**config.mk**
```make
export PLATFORM = sky130hd
export DESIGN_NAME = multicycle_control_fsm_flat
export DESIGN_NICKNAME = d
export VERILOG_FILES = /design/src/rtl/multicycle_control_fsm_pkg.sv /design/src/rtl/multicycle_control_fsm_if.sv /design/src/rtl/multicycle_control_fsm_retire_counter.sv /design/src/rtl/multicycle_control_fsm.sv /design/src/flat_wrapper.sv
export SDC_FILE = /design/constraint.sdc
export NUM_CORES = 1
export LEC_CHECK = 0
export CAP_MARGIN = 20
export CORE_MARGIN = 3
export CORE_UTILIZATION = 25
export CTS_CLUSTER_SIZE = 24
export DETAILED_ROUTE_END_ITERATION = 10
export PLACE_DENSITY_LB_ADDON = 0.2
export SYNTH_ARGS = -nofsm -noshare
export SYNTH_HDL_FRONTEND = slang
export SYNTH_SLANG_ARGS = --single-unit
export TNS_END_PERCENT = 1
```
**constraint.sdc**
```tcl
create_clock -name clk -period 2.1 [get_ports clk]
set_input_delay 0.63 -clock clk [delete_from_list [all_inputs] [get_ports clk]]
set_output_delay 0.63 -clock clk [all_outputs]
set_load 0.005 [all_outputs]
```
**src/rtl/multicycle_control_fsm_pkg.sv**
```systemverilog
// Shared control-path definitions for the multi-cycle RISC-V sequencer:
// state encoding, decoded opcodes, ALU operation codes and the strobe decode.
package riscv_ctrl_pkg;

  typedef enum logic [2:0] {
    ST_IDLE   = 3'd0,
    ST_FETCH  = 3'd1,
    ST_DECODE = 3'd2,
    ST_EXEC   = 3'd3,
    ST_MEM    = 3'd4,
    ST_WB     = 3'd5,
    ST_HALT   = 3'd6
  } ctrl_state_e;

  localparam logic [2:0] OP_R   = 3'b000;
  localparam logic [2:0] OP_I   = 3'b001;
  localparam logic [2:0] OP_LD  = 3'b010;
  localparam logic [2:0] OP_SD  = 3'b011;
  localparam logic [2:0] OP_BEQ = 3'b110;

  localparam logic [1:0] ALU_ADD   = 2'b00;
  localparam logic [1:0] ALU_SUB   = 2'b01;
  localparam logic [1:0] ALU_FUNCT = 2'b10;

  // Datapath strobe bundle, MSB first in this order.
  typedef struct packed {
    logic       pc_write;
    logic       ir_write;
    logic       beq;
    logic       mem_read;
    logic       mem_write;
    logic       alu_src;
    logic       mem_to_reg;
    logic       reg_write;
    logic [1:0] alu_op;
  } ctrl_strobe_t;

  localparam ctrl_strobe_t STROBE_NONE = 10'b00_0000_0000;

  function automatic logic is_legal_op(input logic [2:0] op);
    logic ok;
    case (op)
      OP_R, OP_I, OP_LD, OP_SD, OP_BEQ: ok = 1'b1;
      default:                          ok = 1'b0;
    endcase
    return ok;
  endfunction

  // Strobes for a given state and latched opcode. Evaluated on the next
  // state so the result can be registered and still line up with the state.
  function automatic ctrl_strobe_t decode_strobes(input ctrl_state_e st,
                                                  input logic [2:0]  op);
    ctrl_strobe_t s;
    s = STROBE_NONE;
    case (st)
      ST_FETCH: begin
        s.pc_write = 1'b1;
        s.ir_write = 1'b1;
      end
      ST_EXEC: begin
        case (op)
          OP_R: s.alu_op = ALU_FUNCT;
          OP_I: begin
            s.alu_op  = ALU_FUNCT;
            s.alu_src = 1'b1;
          end
          OP_LD, OP_SD: begin
            s.alu_op  = ALU_ADD;
            s.alu_src = 1'b1;
          end
          OP_BEQ: begin
            s.alu_op = ALU_SUB;
            s.beq    = 1'b1;
          end
          default: s = STROBE_NONE;
        endcase
      end
      ST_MEM: begin
        // Address stays on the ALU output for the whole memory access.
        s.alu_src = 1'b1;
        s.alu_op  = ALU_ADD;
        if (op == OP_LD) begin
          s.mem_read = 1'b1;
        end else begin
          s.mem_write = 1'b1;
        end
      end
      ST_WB: begin
        s.reg_write = 1'b1;
        if (op == OP_LD) begin
          s.mem_to_reg = 1'b1;
        end else if (op == OP_I) begin
          s.alu_op  = ALU_FUNCT;
          s.alu_src = 1'b1;
        end else begin
          s.alu_op = ALU_FUNCT;
        end
      end
      default: s = STROBE_NONE;
    endcase
    return s;
  endfunction

endpackage

```
**src/rtl/multicycle_control_fsm_if.sv**
```systemverilog
// Sequencer <-> datapath bundle: run/opcode/memory handshake in, strobes and
// status out. The sequencer uses the master view, the datapath the slave view.
interface multicycle_control_fsm_if #(
  parameter int NumInst = 7
) ();
  localparam int CntW = $clog2(NumInst + 1);

  logic            run;
  logic [2:0]      Opcode;
  logic            mem_ready;
  logic            pc_write;
  logic            ir_write;
  logic            beq;
  logic            mem_read;
  logic            mem_write;
  logic            alu_src;
  logic            mem_to_reg;
  logic            reg_write;
  logic [1:0]      alu_op;
  logic [CntW-1:0] retired;
  logic            done;
  logic            illegal;

  modport master (
    input  run, Opcode, mem_ready,
    output pc_write, ir_write, beq, mem_read, mem_write, alu_src,
           mem_to_reg, reg_write, alu_op, retired, done, illegal
  );

  modport slave (
    output run, Opcode, mem_ready,
    input  pc_write, ir_write, beq, mem_read, mem_write, alu_src,
           mem_to_reg, reg_write, alu_op, retired, done, illegal
  );
endinterface

```
**src/rtl/multicycle_control_fsm_retire_counter.sv**
```systemverilog
// Retired-instruction counter. Saturates at NumInst, flags the last
// instruction before it retires, and keeps a sticky terminal flag.
module instr_retire_counter #(
  parameter int NumInst = 7,
  parameter int CntW    = $clog2(NumInst + 1)
) (
  input  logic            clk,
  input  logic            rst,
  input  logic            inc,
  output logic [CntW-1:0] count,
  output logic            last,
  output logic            full
);
  localparam logic [CntW-1:0] MaxCnt  = CntW'(NumInst);
  localparam logic [CntW-1:0] LastCnt = CntW'(NumInst - 1);
  localparam logic [CntW-1:0] OneCnt  = CntW'(1);

  logic [CntW-1:0] count_q, count_d;
  logic            full_q, full_d;

  // Saturating increment; terminal flag set when the final instruction retires
  always_comb begin
    count_d = count_q;
    full_d  = full_q;
    if (inc && (count_q != MaxCnt)) begin
      count_d = count_q + OneCnt;
      if (count_q == LastCnt) begin
        full_d = 1'b1;
      end else begin
        full_d = full_q;
      end
    end else begin
      count_d = count_q;
    end
  end

  // Count and terminal-flag registers
  always_ff @(posedge clk or negedge rst) begin
    if (!rst) begin
      count_q <= {CntW{1'b0}};
      full_q  <= 1'b0;
    end else begin
      count_q <= count_d;
      full_q  <= full_d;
    end
  end

  assign count = count_q;
  assign last  = (count_q == LastCnt);
  assign full  = full_q;
endmodule

```
**src/rtl/multicycle_control_fsm.sv**
```systemverilog
// Multi-cycle control sequencer: FETCH/DECODE/EXEC/MEM/WB per instruction,
// memory-ready stalls, retire counting and halt after NumInst instructions.
// All outputs come straight from flops; strobes are registered from the
// next-state decode so they line up with the state they belong to.
module multicycle_control_fsm
  import riscv_ctrl_pkg::*;
#(
  parameter int NumInst = 7
) (
  input  logic                     clk,
  input  logic                     rst,
  multicycle_control_fsm_if.master bus
);
  localparam int CntW = $clog2(NumInst + 1);

  ctrl_state_e     state_q, state_d;
  logic [2:0]      op_q, op_d;
  logic            illegal_q, illegal_d;
  ctrl_strobe_t    strobe_q, strobe_d;
  logic            retire_s;
  logic            last_s;
  logic            full_s;
  logic [CntW-1:0] retired_s;

  // Next-state, opcode latch and illegal-opcode detection
  always_comb begin
    state_d   = state_q;
    op_d      = op_q;
    illegal_d = illegal_q;
    retire_s  = 1'b0;
    case (state_q)
      ST_IDLE: begin
        if (bus.run) begin
          state_d = ST_FETCH;
        end else begin
          state_d = ST_IDLE;
        end
      end
      ST_FETCH: state_d = ST_DECODE;
      ST_DECODE: begin
        op_d = bus.Opcode;
        if (is_legal_op(bus.Opcode)) begin
          state_d = ST_EXEC;
        end else begin
          state_d   = ST_HALT;
          illegal_d = 1'b1;
        end
      end
      ST_EXEC: begin
        case (op_q)
          OP_R, OP_I:   state_d  = ST_WB;
          OP_LD, OP_SD: state_d  = ST_MEM;
          OP_BEQ:       retire_s = 1'b1;
          default:      state_d  = ST_HALT;
        endcase
      end
      ST_MEM: begin
        // Stall here until the data memory completes the access.
        if (bus.mem_ready) begin
          if (op_q == OP_LD) begin
            state_d = ST_WB;
          end else begin
            retire_s = 1'b1;
          end
        end else begin
          state_d = ST_MEM;
        end
      end
      ST_WB:   retire_s = 1'b1;
      ST_HALT: state_d  = ST_HALT;
      default: state_d  = ST_IDLE;
    endcase

    // Instruction boundary: halt on the final retire, else follow run.
    if (retire_s) begin
      if (last_s) begin
        state_d = ST_HALT;
      end else if (bus.run) begin
        state_d = ST_FETCH;
      end else begin
        state_d = ST_IDLE;
      end
    end else begin
      state_d = state_d;
    end
  end

  assign strobe_d = decode_strobes(state_d, op_d);

  // State, latched opcode, sticky illegal flag and registered strobes
  always_ff @(posedge clk or negedge rst) begin
    if (!rst) begin
      state_q   <= ST_IDLE;
      op_q      <= OP_R;
      illegal_q <= 1'b0;
      strobe_q  <= STROBE_NONE;
    end else begin
      state_q   <= state_d;
      op_q      <= op_d;
      illegal_q <= illegal_d;
      strobe_q  <= strobe_d;
    end
  end

  instr_retire_counter #(
    .NumInst (NumInst),
    .CntW    (CntW)
  ) u_retire_cnt (
    .clk   (clk),
    .rst   (rst),
    .inc   (retire_s),
    .count (retired_s),
    .last  (last_s),
    .full  (full_s)
  );

  assign bus.pc_write   = strobe_q.pc_write;
  assign bus.ir_write   = strobe_q.ir_write;
  assign bus.beq        = strobe_q.beq;
  assign bus.mem_read   = strobe_q.mem_read;
  assign bus.mem_write  = strobe_q.mem_write;
  assign bus.alu_src    = strobe_q.alu_src;
  assign bus.mem_to_reg = strobe_q.mem_to_reg;
  assign bus.reg_write  = strobe_q.reg_write;
  assign bus.alu_op     = strobe_q.alu_op;
  assign bus.retired    = retired_s;
  assign bus.done       = full_s;
  assign bus.illegal    = illegal_q;
endmodule

```
**src/flat_wrapper.sv**
```systemverilog
// flat-port wrapper written by rule: the top's interface ports become plain ports
module multicycle_control_fsm_flat import riscv_ctrl_pkg::*;
#(
  parameter int NumInst = 7
)
  (clk, rst, bus_run, bus_Opcode, bus_mem_ready, bus_pc_write, bus_ir_write, bus_beq, bus_mem_read, bus_mem_write, bus_alu_src, bus_mem_to_reg, bus_reg_write, bus_alu_op, bus_retired, bus_done, bus_illegal);
  multicycle_control_fsm_if #(.NumInst(NumInst)) bus_i ();
  input  logic clk;
  input  logic rst;
  input wire logic [$bits(bus_i.run)-1:0] bus_run;
  input wire logic [$bits(bus_i.Opcode)-1:0] bus_Opcode;
  input wire logic [$bits(bus_i.mem_ready)-1:0] bus_mem_ready;
  output wire logic [$bits(bus_i.pc_write)-1:0] bus_pc_write;
  output wire logic [$bits(bus_i.ir_write)-1:0] bus_ir_write;
  output wire logic [$bits(bus_i.beq)-1:0] bus_beq;
  output wire logic [$bits(bus_i.mem_read)-1:0] bus_mem_read;
  output wire logic [$bits(bus_i.mem_write)-1:0] bus_mem_write;
  output wire logic [$bits(bus_i.alu_src)-1:0] bus_alu_src;
  output wire logic [$bits(bus_i.mem_to_reg)-1:0] bus_mem_to_reg;
  output wire logic [$bits(bus_i.reg_write)-1:0] bus_reg_write;
  output wire logic [$bits(bus_i.alu_op)-1:0] bus_alu_op;
  output wire logic [$bits(bus_i.retired)-1:0] bus_retired;
  output wire logic [$bits(bus_i.done)-1:0] bus_done;
  output wire logic [$bits(bus_i.illegal)-1:0] bus_illegal;
  assign bus_i.run = bus_run;
  assign bus_i.Opcode = bus_Opcode;
  assign bus_i.mem_ready = bus_mem_ready;
  assign bus_pc_write = bus_i.pc_write;
  assign bus_ir_write = bus_i.ir_write;
  assign bus_beq = bus_i.beq;
  assign bus_mem_read = bus_i.mem_read;
  assign bus_mem_write = bus_i.mem_write;
  assign bus_alu_src = bus_i.alu_src;
  assign bus_mem_to_reg = bus_i.mem_to_reg;
  assign bus_reg_write = bus_i.reg_write;
  assign bus_alu_op = bus_i.alu_op;
  assign bus_retired = bus_i.retired;
  assign bus_done = bus_i.done;
  assign bus_illegal = bus_i.illegal;
  multicycle_control_fsm #(.NumInst(NumInst)) u_core (.clk(clk), .rst(rst), .bus(bus_i));
endmodule
```
; Yosys cells after proc, flatten, opt, wreduce, memory -nomap -nowiden
; Index checks and enable logic that the tools add are counted.
[word_totals]
ff_bits = 21
latch_bits = 0
mem_bits_rw = 0
romBits = 0
input_bits = 7
output_inout_bits = 15
wordCells = 81
n_memories = 0
[classes]
n_addsub = 1
n_mul = 0
div_mod_pow = 0
magnitude_cmp = 0
eq_ne = 24
shifts = 0
mux = 29
n_bitwise = 1
n_reduce_logical = 12
[op_table]
columns = cell, count
row1 = "== test 3 x 2 -> 1 bit, second input constant", 9
row2 = "== test 3 bit, second input constant", 9
row3 = one-hot mux 3 bit (7 select lines), 1
row4 = two-way mux 3 bit, 6
row5 = "== test 3 x 1 -> 1 bit, second input constant", 5
row6 = two-way mux 1 bit, 13
row7 = logical NOT 3 bit, 4
row8 = one-hot mux 3 bit (3 select lines), 1
row9 = two-way mux 2 bit, 4
row10 = one-hot mux 2 bit (2 select lines), 2
row11 = one-hot mux 1 bit (3 select lines), 2
row12 = OR reduction 2 bit, 3
row13 = OR reduction 5 bit, 1
row14 = AND reduction 2 bit, 2
row15 = "adder 3 x 1 -> 3 bit, second input constant", 1
row16 = "inequality test 3 bit, second input constant", 1
row17 = OR reduction 3 bit, 1
row18 = logical AND 1 bit, 1
row19 = NOT 1 bit, 1

; Longest topological paths before layout
[logic_depth]
ltp_word = 9
mapped_depth = 6
ltp_nobuf = 5

; Cells and area by module
; Synthesis repeated with hierarchy kept, for this count alone.
[unflattened]
hier_cells = 89
hier_area_um2 = 1032.2
[modules_own_cells]
columns = mod, n_inst, cells_per_inst, area_per_inst_um2, seq_area_each_um2
row1 = multicycle_control_fsm, 1, 74, 824.5, 375.4
row2 = instr_retire_counter, 1, 15, 207.7, 100.1

; Worst setup path after synthesis
; No wires, ideal clock.
[synth_path]
path_type = input to register
start = in bus_mem_ready
end = reg u_core.u_retire_cnt.count_q[2] (netlist: u_core.u_retire_cnt.count[2])
setup_time_ns = 0.125
arrival_time_ns = 1.586
required_ns = 1.975
slack_ns = 0.390
path_stages = 4
n_path_buf = 0
path_cell_list = nand4bb_4 -> o221ai_4 -> and2b_1 -> mux2_2
[synth_via]
elab_chain_len = 3
[synth_rtl]
columns = element, line_no
row1 = from (decl), flat_wrapper.sv:12  ; input wire logic [$bits(bus_i.mem_ready)-1:0] bus_mem_ready;
row2 = two-way mux 1 bit, multicycle_control_fsm.sv:59  ; if (bus.mem_ready) begin
row3 = one-hot mux 1 bit (3 select lines), multicycle_control_fsm.sv:31  ; case (state_q)
row4 = logical AND 1 bit, multicycle_control_fsm_retire_counter.sv:25  ; if (inc && (count_q != MaxCnt)) begin
row5 = to (signal assigned), multicycle_control_fsm_retire_counter.sv:40  ; count_q <= {CntW{1'b0}};
row6 = to (signal assigned), multicycle_control_fsm_retire_counter.sv:43  ; count_q <= count_d;
row7 = to (decl), multicycle_control_fsm_retire_counter.sv:18  ; logic [CntW-1:0] count_q, count_d;
; No other way between the ends.
; A chain may end at the register's enable or synchronous reset.

; Worst setup path after layout
; Ends and elaborated chain as after synthesis.

==> impl_metrics.tcl <==
set metrics [dict create \
    antennaDiodeCount 0 \
    synth.distinct_cells 35 \
    yosysTopAreaCell "dfrtp_1" \
    port_buffers 21 \
    placed_area_um2 1368 \
    drt-total-wl_um 2201 \
    vias_per_cell 4.529 \
    synth-compound-area-share_pct 15.37 \
    globalRouteOverflowTotal 0 \
    fin_nets 135 \
    ios 22 \
    fin_area_um2 1439 \
    drive_above_1_share_pct 20.16 \
    dieArea_um2 5051 \
    place_congestion 0.7855 \
    rsz0062_at_grt "no" \
    vias 788 \
    powerDensity_nw_per_um2 1419 \
    die_h_um 71.07 \
    synth_area_per_cell_um2 11.26 \
    irDropWorstVdd_mv 0.7216 \
    synth_top_family_by_area "simple AND/OR/NAND/NOR gates" \
    synth.area.top_cells "dfrtp_1 (47%), nand2_1 (5.7%), ha_1 (3.5%)" \
    grtUsageTotal_pct 9.899 \
    fin_cells 174 \
    slew_headroom_pct 73.22 \
    core_um2 4029 \
    dp_hpwl_um 1672 \
    first_pass_iters 4 \
    clockBufferDepth 2 \
    path_clk_slew_ns 0.08 \
    arrival_ns 2.06 \
    cts_setup_buffers 0 \
    ys_ff_latch 20 \
    root_buffer "clkbuf_8" \
    fp.dieW_um 71.07 \
    syn2layout_area_growth_pct 35.93 \
    yosys.area_share.adder_pct 3.546 \
    hold_class "reg -> reg" \
    worstSetupStartpointType "primary input" \
    postCtsHoldBufs 0 \
    cts_sinks 20 \
    cts_tree "built" \
    drc 0 \
    clk_latency_ns 0.26 \
    worst_ep_required_time_ns 2.25 \
    synth-seq-area-share_pct 47.28 \
    nFillCells 417 \
    synth_top_area_share_pct 47.28 \
    path_cells "clkdlybuf4s50_1 > nand4bb_4 > o221ai_4 > and2b_1 > mux2_2" \
    hold_viol 0 \
    grt_first_pass_wirelength_um 3933 \
    final_max_slew_viol_count 0 \
    yosys_warnings 0 \
    post_cts_resized 0 \
    critPathSlowestCell "clkdlybuf4s50_1" \
    outcome "completed" \
    tightest_slew_ns 0.4000 \
    worst_path_largest_cell_delay_ns 0.51 \
    dp_cells 170 \
    antenna_found_initial 0 \
    first_iter_violations 28 \
    leakage_nw 0.6077 \
    wire_per_inst_um 12.65 \
    rows 23 \
    timing.fmax_mhz 523.7 \
    skew_ns 0.001167 \
    start_util_pct 26.27 \
    critical_path_class "in -> reg" \
    setup_viol 0 \
    fin_crit_sh_pct 90.93 \
    syn_area_um2 1059 \
    endpoint_kind "flip-flop" \
    synthXorXnorAreaFrac_pct 0.8274 \
    syn-num-nets 104 \
    synthSimpleGateAreaFrac_pct 24.94 \
    htreeDepth 1 \
    grt_pass1_vias 861 \
    synthMuxAreaShare_pct 3.310 \
    period_needed_ns 1.910 \
    netlist_instances 94 \
    grt_max_degree 21 \
    cap_violations 0 \
    cts_buffers 3 \
    worstPathMaxFanout 4 \
    ant_nets 0 \
]
## logic make-up (layout without fill, tap and decap cells)
group	count (synthesis)	in the layout
AND/OR/NAND/NOR	42	42
flip-flops	20	20
AO/OA/AOI/OAI	17	17
buffers and inverters	8	38
adder cells (fa/ha/maj)	3	3
multiplexers	3	3
XOR/XNOR	1	1
## layout by cell type, fill, tap and decap left out, types with 2 or more instances in the layout
| master | n |
|---|---|
| a211oi_1 | 2 |
| a31o_2 | 2 |
| a31oi_1 | 3 |
| and3_1 | 2 |
| buf_4 | 10 |
| clkbuf_8 | 3 |
| clkdlybuf4s50_1 | 21 |
| dfrtp_1 | 20 |
| ha_1 | 3 |
| inv_1 | 3 |
| nand2_1 | 16 |
| nand2b_1 | 4 |
| nand3_1 | 3 |
| nand3b_1 | 3 |
| nor2_1 | 4 |
| nor2b_1 | 2 |
| nor3b_2 | 2 |
| o221ai_1 | 2 |
| o31ai_1 | 2 |
## worst max-delay path: cells and delay by family
family / cells / cell delay (ns)
AOI/OAI and AO/OA: 1 / 0.27
muxes: 1 / 0.33
buffers and inverters: 1 / 0.51
and+or+nand+nor: 2 / 0.33
## cells in the mapped netlist (all sizes together)
master and number:
mux2i 2, and3 2, nor3 1, buf 5, nand2b 4, a21boi 1
a31o 2, o221ai 3, nand3b 3, mux2 1, or3b 1, a31oi 3
a21oi 1, nand3 3, nor2b 2, ha 3, o31ai 3, nor3b 2
inv 3, nor4 1, a2111o 1, nand2 16, xnor2 1, nor2 4
a211oi 2, nand4bb 1, dfrtp 20, a21o 1, nor4b 1, and2b 1
## power breakdown
part | switching [mW] | leakage (nW) | internal (mW)
Sequential | 0.167 | 0.254 | 0.534
Combinational | 0.423 | 0.318 | 0.527
Clock | 0.136 | 0.0357 | 0.255
## stage by stage
step | util, % | TNS (ns) | worst slack, ns | power [mW] | hold WS [ns]
2_1_floorplan | - | 0 | 0.3895 | 1.320 | 0.3344
3_3_place_gp | 33.94 | -0.3255 | -0.07264 | 1.652 | 0.4520
3_5_place_dp | 33.94 | -0.5082 | -0.1019 | 1.672 | 0.4605
4_1_cts | 35.71 | 0 | 0.1820 | 2.081 | 0.4849
5_1_grt | 35.71 | 0 | 0.05103 | 2.222 | 0.5025
6_report | 35.71 | 0 | 0.1904 | 2.042 | 0.4787
## final timing paths
kind                       slack [ns]                                 start                                       end  cells after the start
setup reg to reg                 0.36           u_core.state_q[0]$_DFF_PN0_  u_core.u_retire_cnt.count[2]$_DFFE_PN0P_                      4
setup / recovery                 0.19                         bus_mem_ready  u_core.u_retire_cnt.count[2]$_DFFE_PN0P_                      5
min in group asynchronous        0.70                                   rst            u_core.bus.alu_op[0]$_DFF_PN0_                      2
hold / removal                   0.48  u_core.u_retire_cnt.full$_DFFE_PN0P_      u_core.u_retire_cnt.full$_DFFE_PN0P_                      1
max in group asynchronous        1.19                                   rst               u_core.state_q[2]$_DFF_PN0_                      2
hold reg to reg                  0.48  u_core.u_retire_cnt.full$_DFFE_PN0P_      u_core.u_retire_cnt.full$_DFFE_PN0P_                      1
## per-layer routing
metal	wire length, um	up-vias	global-route usage (%)
met5	0	-	0
met4	22	0	2.505
met3	125	5	3.551
met2	1056	18	16.17
met1	996	372	12.49
li1	-	393	-
## final cells by class
cell class | count | area (um2) | share of cell area [%]
Sequential cell | 20 | 500.5 | 34.78
Clock buffer | 3 | 41.29 | 2.870
Tap cell | 50 | 62.56 | 4.348
Clock inverter | 1 | 30.03 | 2.087
Multi-Input combinational cell | 66 | 508.0 | 35.30
Timing Repair Buffer | 31 | 285.3 | 19.83
Inverter | 3 | 11.26 | 0.7826
Power figures use the tool's default switching activity.
==> variant (same flow settings) <==
`NumInst` is set to 7 in 4 places; all go to 14.
--- a/src/rtl/multicycle_control_fsm_if.sv
+++ b/src/rtl/multicycle_control_fsm_if.sv
@@ -3,3 +3,3 @@
 interface multicycle_control_fsm_if #(
-  parameter int NumInst = 7
+  parameter int NumInst = 14
 ) ();
--- a/src/rtl/multicycle_control_fsm_retire_counter.sv
+++ b/src/rtl/multicycle_control_fsm_retire_counter.sv
@@ -3,3 +3,3 @@
 module instr_retire_counter #(
-  parameter int NumInst = 7,
+  parameter int NumInst = 14,
   parameter int CntW    = $clog2(NumInst + 1)
--- a/src/rtl/multicycle_control_fsm.sv
+++ b/src/rtl/multicycle_control_fsm.sv
@@ -7,3 +7,3 @@
 #(
-  parameter int NumInst = 7
+  parameter int NumInst = 14
 ) (
--- a/src/flat_wrapper.sv
+++ b/src/flat_wrapper.sv
@@ -3,3 +3,3 @@
 #(
-  parameter int NumInst = 7
+  parameter int NumInst = 14
 )
Interface: changed (resized bus_retired); port bits go from 22 to 23. No check against the original RTL was run, so the function may have changed too.
==> variant against the original RTL <==
- sequential cell count up 1
- design area down 1.5%
- setup slack better by 0.041 ns
- register-to-register slack worse by 0.06 ns
- routed wire length up 4.4%
- critical path depth down 4
- power down 6.0%
- first-iteration DRC count up 32%
- synthesized area down 1.1%
==> variant: results (changes against the original RTL) <==
layout cells sized above 1 12.0% (-8.1 points); pre-CTS setup slack 0.0543 ns (+0.156 ns); XOR/XNOR share of the synthesized area 0.836% (+0.0089 points); reg2reg start u_core.state_q[2]$_DFF_PN0_; first-pass GRT wire length 4110 um (+4.6%); post-synthesis mux area share 3.94% (+0.63 points); crit-path max cell delay 0.54 ns (+0.03 ns); post-synthesis adder-cell area fraction 3.58% (+0.038 points); Pint 1.21 mW (-8.2%); reg2reg end u_core.bus.alu_src$_DFF_PN0_; largest net degree at the start of global routing 22 (+4.8%); Crit Path Max Fanout 6 (+2); final hold slack 0.479 ns (+0.0000100 ns); initial DRC count 37 (+32%); Arr. time, crit path 1.24 ns (-0.82 ns); Nets 144 (+6.7%); post-synthesis cell type count 38 (+8.6%); sequential area share after synthesis 50.2% (+2.9 points); WL/cell 12.7 um (+0.33%); Synth top cells by count dfrtp_1 (21), inv_1 (8), nand2_1 (7); Hold EP u_core.bus.illegal$_DFFE_PN0P_; post-detail-place hpwl 1780 um (+6.8%); dominant cells by area after synthesis dfrtp_1 (50%), ha_1 (3.6%), a31oi_1 (3.0%), mux2i_1 (2.9%), inv_1 (2.9%); 1st-pass router iterations 4 (unchanged); leakage power 0.650 nW (+6.9%); Max VDD drop 0.550 mV (-24%); cell area after placement 1370 sq um (+0.27%); final clock skew 0.00253 ns (+0.00136 ns); vias in the first global route 884 (+2.7%); setup slack, reg-to-reg 0.30 ns (-0.06 ns); Seq pwr share 35.8% (+1.5 points); port bufs 22 (+4.8%); Crit. Startpoint u_core.u_retire_cnt.count[0]$_DFFE_PN0P_; GRT Total Usage 10.3% (+0.39 points); outcome completed; Synth top area share 50.2% (+2.9 points); Combinational Power 0.974 mW (+2.5%); crit path capture bus_retired[0]; Vias per Instance 4.73 (+4.4%); Ys Warns 0 (unchanged); hold path startpoint u_core.bus.illegal$_DFFE_PN0P_; placer congestion estimate 0.792 (+0.83%); post-synthesis net count 112 (+7.7%); post-synthesis compound-gate area fraction 16.0% (+0.64 points); Slew HR 65.1% (-8.1 points)
[variant: changes by cell type in the layout (fill, tap and decap cells not counted), sizes merged, moves of 2 or more]
cell,unedited run,this run
inv,3,8
nand2,16,7
nor3,1,3
a211oi,2,0
a31oi,3,5
nand4,0,2
o221ai,3,0
nand2b,4,2
a31o,2,0
o21bai,0,2
nand3,3,5
o21ai,0,5
o31ai,3,1
[variant: final cells by class]
type                       count  area (sq um)
fill                         409          2440
sequential                    21           526
multi-input combinational     68           460
timing repair buffer          32           295
tap                           48          60.1
clock buffer                   3          41.3
inverter                       8          30.0
clock inverter                 1          5.00
[variant: stage by stage]
step                      instances  power, mW
after floorplan                 102       1.25
after global placement          177       1.65
after global routing            181       2.10
after detailed placement        177       1.67
final                           181       1.92
after CTS                       181       1.94
[variant: routing by layer]
| metal | GRT usage (%) | part of all wire [%] |
|---|---|---|
| met2 | 15.3 | 43 |
| met1 | 13.5 | 50 |
| met4 | 4.18 | 1.6 |
| met5 | 0 | 0 |
| met3 | 3.69 | 5.0 |
